[src/rtl/bcd_display_scanner_if.sv]
// ----------------------------------------------------------------------------
// Module   : bcd_display_scanner_if
// Brief    : Load/snapshot inputs and segment/digit/err outputs of the scanner.
// Revision : 1.0
// ----------------------------------------------------------------------------
`default_nettype none

interface bcd_display_scanner_if;
  logic        load;
  logic [15:0] bcd_in;
  logic [6:0]  seg;
  logic [3:0]  an;
  logic        err;

  modport master (output load, output bcd_in, input seg, input an, input err);
  modport slave  (input load, input bcd_in, output seg, output an, output err);
endinterface

`default_nettype wire

[src/rtl/bcd_display_scanner.sv]
// ----------------------------------------------------------------------------
// Module   : bcd_display_scanner
// Brief    : Snapshots four BCD digits and scans them onto a shared 7-segment
//            bus with one-hot digit enables. The optional macro
//            LEADING_ZERO_BLANK_EN enables leading-zero blanking.
// Revision : 1.0
// ----------------------------------------------------------------------------
`default_nettype none

module bcd_display_scanner #(
  parameter int unsigned SCAN_DIV = 4
) (
  input  wire logic            clk,
  input  wire logic            reset_n,
  bcd_display_scanner_if.slave bus
);

  localparam logic [15:0] c_DIV_LAST = 16'(SCAN_DIV - 1);

  logic [15:0] r_snap;
  logic [15:0] r_cnt;
  logic [1:0]  r_idx;
  logic        r_err;

  logic        w_wrap;
  logic        w_bad;
  logic [3:0]  w_nib;
  logic [6:0]  w_dec;
  logic        w_blank;

  assign w_wrap = (r_cnt == c_DIV_LAST);
  assign w_bad  = (bus.bcd_in[3:0]   > 4'd9) || (bus.bcd_in[7:4]   > 4'd9) ||
                  (bus.bcd_in[11:8]  > 4'd9) || (bus.bcd_in[15:12] > 4'd9);

  always_ff @(posedge clk) begin
    if (!reset_n) begin
      r_snap <= '0;
      r_cnt  <= '0;
      r_idx  <= '0;
      r_err  <= 1'b0;
    end else begin
      if (bus.load) begin
        r_snap <= bus.bcd_in;
        r_err  <= w_bad;
      end
      if (w_wrap) begin
        r_cnt <= '0;
        r_idx <= r_idx + 2'd1;
      end else begin
        r_cnt <= r_cnt + 16'd1;
      end
    end
  end

  assign w_nib = r_snap[{r_idx, 2'b00} +: 4];

  always_comb begin
    w_dec = 7'h40;
    case (w_nib)
      4'd0:    w_dec = 7'h3F;
      4'd1:    w_dec = 7'h06;
      4'd2:    w_dec = 7'h5B;
      4'd3:    w_dec = 7'h4F;
      4'd4:    w_dec = 7'h66;
      4'd5:    w_dec = 7'h6D;
      4'd6:    w_dec = 7'h7D;
      4'd7:    w_dec = 7'h07;
      4'd8:    w_dec = 7'h7F;
      4'd9:    w_dec = 7'h6F;
      default: w_dec = 7'h40;
    endcase
  end

`ifdef LEADING_ZERO_BLANK_EN
  // An invalid nibble is nonzero, so it naturally stops blanking below it.
  always_comb begin
    w_blank = 1'b0;
    case (r_idx)
      2'd3:    w_blank = (r_snap[15:12] == 4'd0);
      2'd2:    w_blank = (r_snap[15:8]  == 8'd0);
      2'd1:    w_blank = (r_snap[15:4]  == 12'd0);
      default: w_blank = 1'b0;
    endcase
  end
`else
  assign w_blank = 1'b0;
`endif

  assign bus.seg = w_blank ? 7'h00 : w_dec;
  assign bus.an  = 4'b0001 << r_idx;
  assign bus.err = r_err;

endmodule

`default_nettype wire

[src/flat_wrapper.sv]
// flat-port wrapper written by rule: the top's interface ports become plain ports
module bcd_display_scanner_flat 
#(
  parameter int unsigned SCAN_DIV = 4
)
  (clk, reset_n, bus_load, bus_bcd_in, bus_seg, bus_an, bus_err);
  bcd_display_scanner_if bus_i ();
  input  wire logic clk;
  input  wire logic reset_n;
  input wire logic [$bits(bus_i.load)-1:0] bus_load;
  input wire logic [$bits(bus_i.bcd_in)-1:0] bus_bcd_in;
  output wire logic [$bits(bus_i.seg)-1:0] bus_seg;
  output wire logic [$bits(bus_i.an)-1:0] bus_an;
  output wire logic [$bits(bus_i.err)-1:0] bus_err;
  assign bus_i.load = bus_load;
  assign bus_i.bcd_in = bus_bcd_in;
  assign bus_seg = bus_i.seg;
  assign bus_an = bus_i.an;
  assign bus_err = bus_i.err;
  bcd_display_scanner #(.SCAN_DIV(SCAN_DIV)) u_core (.clk(clk), .reset_n(reset_n), .bus(bus_i));
endmodule
[config.mk]
export PLATFORM = sky130hd
export DESIGN_NAME = bcd_display_scanner_flat
export DESIGN_NICKNAME = d
export VERILOG_FILES = /design/src/rtl/bcd_display_scanner_if.sv /design/src/rtl/bcd_display_scanner.sv /design/src/flat_wrapper.sv
export SDC_FILE = /design/constraint.sdc
export NUM_CORES = 1
export LEC_CHECK = 0
export CAP_MARGIN = 10
export CORE_MARGIN = 10
export CORE_UTILIZATION = 40
export CTS_CLUSTER_DIAMETER = 30
export CTS_CLUSTER_SIZE = 8
export DETAILED_ROUTE_END_ITERATION = 8
export SYNTH_ARGS = -nofsm -noshare
export SYNTH_HDL_FRONTEND = slang
export SYNTH_SLANG_ARGS = --single-unit
[constraint.sdc]
create_clock -name clk -period 3.1 [get_ports clk]
set_input_delay 0.775 -clock clk [delete_from_list [all_inputs] [get_ports clk]]
set_output_delay 0.775 -clock clk [all_outputs]
set_load 0.02 [all_outputs]
==> results of run 1 <==
flip-flops by register name, indices dropped and copies added, names as in the netlist:
| name | flops |
|---|---|
| u_core.r_cnt | 16 |
| u_core.bus.err | 1 |
| u_core.r_idx | 2 |
| u_core.r_snap | 16 |
power groups by stage:
stage	clock network, W	logic (W)	registers [W]
after floorplan	0	0.000118	0.000490
after global placement	0	0.000196	0.000495
after detailed placement	0	0.000201	0.000495
after CTS	0.000447	0.000193	0.000485
after global routing	0.000467	0.000216	0.000489
final	0.000436	0.000196	0.000486
per-layer routing:
layer / vias up / wire length, µm / global-route usage
met5: - / 0 / 0
met4: 0 / 60 / 0.0478
met3: 8 / 261 / 0.0421
met2: 26 / 1800 / 0.169
met1: 699 / 1960 / 0.147
li1: 730 / - / -
synth_stat cells (all sizes together), types with 3 or more instances:
library cell	number	area, µm²
dfxtp	35	701
nor2	20	75.1
mux2i	19	190
nor2b	17	106
xnor2	12	105
ha	11	138
inv	7	26.3
nand2	7	26.3
nand3	6	30.0
nor3	5	25.0
nor4	5	31.3
buf	4	26.3
mux4	4	97.6
nand4	4	25.0
o21ai	4	20.0
clkbuf	3	11.3
xor2	3	26.3
cell type report:
cell class              instances  area, µm²  share of cell area
clock inverters                 2       38.8              0.0167
flip-flops and latches         35        702               0.302
multi-input cells             137       1060               0.456
well taps                      52       65.1              0.0280
inverters                       7       26.3              0.0113
clock buffers                   6       82.6              0.0355
repair buffers                 39        350               0.151
through the flow:
step           total power (W)  utilization  std cells
6_report               0.00112        0.531        278
5_1_grt                0.00117        0.531        278
3_3_place_gp          0.000691        0.505        270
2_1_floorplan         0.000608            -        186
3_5_place_dp          0.000696        0.505        270
4_1_cts                0.00112        0.530        278
worst paths after layout:
check	slack, ps	to	from	cells after the start
worst max-delay path	120	bus_seg[0]	u_core.r_idx[0]	6
worst min-delay path	470	u_core.r_cnt[0]	u_core.r_cnt[0]	1
worst max register to register	1240	u_core.r_cnt[10]	u_core.r_cnt[0]	5
worst min register to register	470	u_core.r_cnt[0]	u_core.r_cnt[0]	1
logic make-up (layout without fill, tap and decap cells):
logic type	after synthesis	after routing
simple gates	71	71
mux	24	24
flops	35	35
buf+inv	14	54
fa+ha+maj	11	11
compound gates	16	16
xor+xnor	15	15
critical path, cell delays in order (launching register included):
cell and delay (ps):
dfxtp_2 350, buf_6 140, mux4_2 550, o21a_1 240
a31oi_2 170, a21boi_2 190, clkdlybuf4s15_2 270
timing repair:
item | in CTS | in global routing
endpoints found under the setup margin | 7 | 6
hold endpoints to repair | 0 | 0
resized for setup | 13 | 14
==> impl_results.md, run 1 <==
- Status: finished clean
- Die width: 87.4 µm
- Final period util: 0.960
- Routability cong.: 0.956
- Max-Cap Viols: 0
- Detailed placement HPWL: 3070 µm
- Period minus WS final: 2980 ps
- Post-Synth Simple-Gate Area: 0.204
- Commonest cells after routing, fill and taps aside: dfxtp_1, clkdlybuf4s50_1, nor2_1, mux2i_1, nor2b_1
- Clock sink count: 35
- DR DRC count: 0
- Final instance area: 2330 µm²
- Measured slew at the worst slew-check pin: 488 ps
- GRT overflow: 0
- CP max FO: 7
- Pwr dens: 480 nW/µm²
- Final setup viols: 0
- EDFF count, synth: 0
- Fin nets: 255
- CTS clk-pin slew, worst paths: 70 ps
- Area Growth Syn to Fin: 28.1%
- Clock buffer depth: 2
- Die Ht: 87.4 µm
- Largest family of logic cells by synthesized area: simple AND/OR/NAND/NOR gates
- CTS Buf Count: 5
- CTS tree: built
- Synth Cell Area: 1820 µm²
- Internal Pwr Total: 0.000834 W
- Number of port buffers: 30
- Critical path arrival: 2200 ps
- Syn avg cell area: 9.77 µm²
- Ys async rst share: 0
- HP Class: reg -> reg
- RSZ-0062 raised after global routing: no
- Pre-CTS WS: -92.5 ps
- VDD IR max: 0.000266 V
- Pin count of the biggest net entering global routing: 22
- Proportion of synthesized area in mux cells: 0.165
- Overall routing resource usage: 0.115
- Worst setup SP type: flop
- Final worst slack: 124 ps
- Placed cell area: 2210 µm²
- Vias/cell: 5.26
- Compound-Gate Fraction of Synth Area: 0.0627
- Fin Setup TNS: 0 ps
- Skew-Pair Late Insertion Delay: 290 ps
- Setup crit end kind: output port
- Static leakage: 0.894 nW
- CTS root buf: clkbuf_8
- Share of cells above drive strength 1: 0.150
- CTS H-tree lvls: 2
- Via count: 1463
- Post-CTS Setup Bufs: 0
- Yosys reg bits: 35
- Worst slew margin: 0.674
- Hold slack final: 473 ps
- Fill cells: 412
- Post-DRT Antenna Nets: 0
- Final wirelength: 4080 µm
- Number of library cell types mapped by synthesis: 34
- Register area share after synthesis: 0.386
- Gate Count Post-Synth: 186
- Gate power share: 0.176
- Leading cell type in the layout, fill and taps excluded: dfxtp_1
- TritonRoute pass-1 iters: 4
- Core Footprint: 4380 µm²
- Required time of the critical path: 2320 ps
- Final Max Slew Viols: 0
- Vias in the first global route: 1522
- Initial antenna violation count: 0
- Mapped Nets: 216
- # IOs: 31
- Post-CTS Hold Buffers: 0
- Antenna Cells: 0
- Top_reg_cell synth: dfxtp_1
- Die area: 7640 µm²
- Net Sw Power: 0.000283 W
- Final hold vios: 0
- Reg power frac: 0.435
- Clk pwr share: 0.390
- Switching power as a share of total power: 0.253
- YS warnings: 0
- Row count: 24
- Synth Area in Adders: 0.0758
- Worst Skew: 4.11 ps
- Post-synthesis xor/xnor area fraction: 0.0723
- Initial Utilization: 0.414
- Global-route wire length before repair: 7130 µm
- Maximum clock rate: 336 MHz
- WL per Instance: 14.7 µm
- Starting DRC count in detailed routing: 59
- Crit Path Class: reg -> out
(Power assumes the default switching activity.)
==> run 2: changes to the inputs <==
Settings changed: GPL_TIMING_DRIVEN set to 0.
==> run 2 against run 1 <==
  * Non-clock buffer count shrank 1
  * Sequential power is essentially flat
  * Clock-buffer cell count did not move
  * Critical path type unchanged
  * Highest routed layer unchanged
==> impl_results.md, run 2 (same netlist as run 1, synthesis figures left out) <==
- RSZ-0062 raised after global routing: no
- Critical path, cell by cell: buf_6, mux4_2, inv_2, ha_1, nor2_1, o32ai_1, buf_2
- Critical path arrival: 2210 ps (about the same)
- Setup crit end kind: output port
- VDD IR max: 0.000223 V (-16%)
- Worst r2r src: u_core.r_cnt[0]
- Setup crit start: u_core.r_idx[0]
- Pin count of the biggest net entering global routing: 12 (-45%)
- Critical path's slowest cell: mux4_2
- CP max FO: 7 (unchanged)
- Number of buffers and inverters on the critical path: 3 (+1)
- Number of port buffers: 29 (-3.3%)
- Clk pwr share: 0.383 (-0.007)
- Pre-CTS WS: -212 ps (-119 ps)
- GRT overflow: 0 (unchanged)
- Switching power as a share of total power: 0.243 (-0.0102)
- Initial antenna violation count: 0 (unchanged)
- Min-delay src: u_core.r_cnt[0]
- Crit Path Class: reg -> out
- Reg2reg path depth: 6 (+1)
- Antenna Cells: 0 (unchanged)
- Hold path cells: 1 (unchanged)
- WL per Instance: 14.8 µm (+1.1%)
- Leading cell type in the layout, fill and taps excluded: dfxtp_1
- Top flop regs: u_core.r_cnt x16, u_core.r_snap x16, u_core.r_idx x2
- Worst Skew: 6.13 ps (+2.02 ps)
- Maximum clock rate: 335 MHz (-0.27%)
- Clock sink count: 35 (unchanged)
- Period minus WS final: 2980 ps (+7.96 ps)
- Multi-input gate area: 1050 µm² (-1.3%)
- Skew-Pair Late Insertion Delay: 280 ps (about the same)
- Post-CTS Hold Buffers: 0 (unchanged)
- DR DRC count: 0 (unchanged)
- Status: finished clean
- Net Sw Power: 0.000264 W (-6.7%)
- Area Growth Syn to Fin: 25.8%
- Worst setup SP type: flop
- Commonest cells after routing, fill and taps aside: dfxtp_1, clkdlybuf4s50_1, nor2_1, mux2i_1, nor2b_1
- Row count: 24 (unchanged)
- Static leakage: 0.878 nW (-1.8%)
- CTS clk-pin slew, worst paths: 70 ps (about the same)
- TritonRoute pass-1 iters: 4 (unchanged)
- Starting DRC count in detailed routing: 66 (+12%)
- Max-Cap Viols: 0 (unchanged)
- Fin nets: 254 (-0.39%)
- Gate power share: 0.172 (-0.004)
- Measured slew at the worst slew-check pin: 440 ps (-48.1 ps)
- Pwr dens: 475 nW/µm² (-0.97%)
- Fill cells: 407 (-1.2%)
- Die area: 7640 µm² (unchanged)
- Reg2reg end: u_core.r_cnt[7]
- Die Ht: 87.4 µm (unchanged)
- Final wirelength: 4110 µm (+0.74%)
- Clock buffer depth: 2 (unchanged)
- # IOs: 31 (unchanged)
- Final Max Slew Viols: 0 (unchanged)
- FF-to-FF setup slack: 1240 ps (about the same)
- Detailed placement HPWL: 3260 µm (+6.1%)
- CTS tree: built
- Fin Setup TNS: 0 ps (unchanged)
- HP Class: reg -> reg
- Final worst slack: 116 ps (-7.96 ps)
- Overall routing resource usage: 0.111 (-0.00368)
- Via count: 1444 (-1.3%)
- Vias in the first global route: 1478 (-2.9%)
- Final period util: 0.963 (+0.00257)
- Worst path top cell family by delay: multiplexers
- CTS Buf Count: 5 (unchanged)
- Slowest stage delay, CP: 600 ps (+50 ps)
- Worst path depth: 7 (+1)
- Routability cong.: 0.928 (-3.0%)
- Share of cells above drive strength 1: 0.120 (-0.0304)
- Reg power frac: 0.445 (+0.010)
- Final hold vios: 0 (unchanged)
- Core Footprint: 4380 µm² (unchanged)
- Internal Pwr Total: 0.000822 W (-1.4%)
- Global-route wire length before repair: 6970 µm (-2.3%)
- CTS root buf: clkbuf_8
- Required time of the critical path: 2320 ps (about the same)
- Vias/cell: 5.21 (-0.94%)
- Hold path endpoint: u_core.r_cnt[0]
- Worst slew margin: 0.707 (+0.0328)
- CTS H-tree lvls: 2 (unchanged)
- Post-DRT Antenna Nets: 0 (unchanged)
- Die width: 87.4 µm (unchanged)
- FF+latch area: 702 µm² (unchanged)
- Initial Utilization: 0.414 (unchanged)
- Final setup viols: 0 (unchanged)
run 2: repair_timing:
action / in CTS / in global routing
pin swaps: 0 / 0
endpoints found under the setup margin: 7 / 4
gates resized for setup: 19 / 3
buffers inserted: 1 / 1
run 2: metrics by stage:
stage                     cells  total power [W]  utilization  hold slack (ps)  cell area [µm²]
after floorplan             186         0.000608            -              430             1820
after global placement      267         0.000683        0.495              442             2170
after detailed placement    267         0.000690        0.495              457             2170
after CTS                   276          0.00110        0.520              474             2280
after global routing        277          0.00114        0.521              508             2280
final                       277          0.00109        0.521              478             2280
run 2: layout make-up:
cell class                 count  area share
clock inverter                 2      0.0153
multi-input combinational    137       0.459
tap                           52      0.0285
sequential                    35       0.307
inverter                       7      0.0115
clock buffer                   6      0.0361
buffer                         7      0.0164
timing repair buffer          31       0.126
run 2: worst register-to-register path, cell delays in order, from the launching register on:
cell and delay, ps:
dfxtp_1 370, ha_1 260, nor4b_1 260, nand4_1 280, nand2_1 260, buf_2 250
nor2_1 70
run 2: worst max-delay path by stage:
stage                  to  slack, ps
6_report       bus_seg[5]        120
5_1_grt        bus_seg[5]         20
4_1_cts        bus_seg[3]          3
3_5_place_dp   bus_seg[5]       -210
3_3_place_gp   bus_seg[5]       -120
2_1_floorplan  bus_seg[5]        270
run 2: power by group through the flow:
stage	Sequential, W	Clock, W	Combinational [W]
2_1_floorplan	0.000490	0	0.000118
6_report	0.000484	0.000416	0.000187
3_3_place_gp	0.000492	0	0.000191
5_1_grt	0.000486	0.000448	0.000207
4_1_cts	0.000483	0.000432	0.000189
3_5_place_dp	0.000493	0	0.000197
run 2: per-layer routing:
layer | GRT usage | up-vias | wire length (µm)
met5 | 0 | - | 0
met4 | 0.0362 | 0 | 61
met3 | 0.0393 | 6 | 236
met2 | 0.174 | 28 | 1920
met1 | 0.138 | 682 | 1890
li1 | - | 728 | -
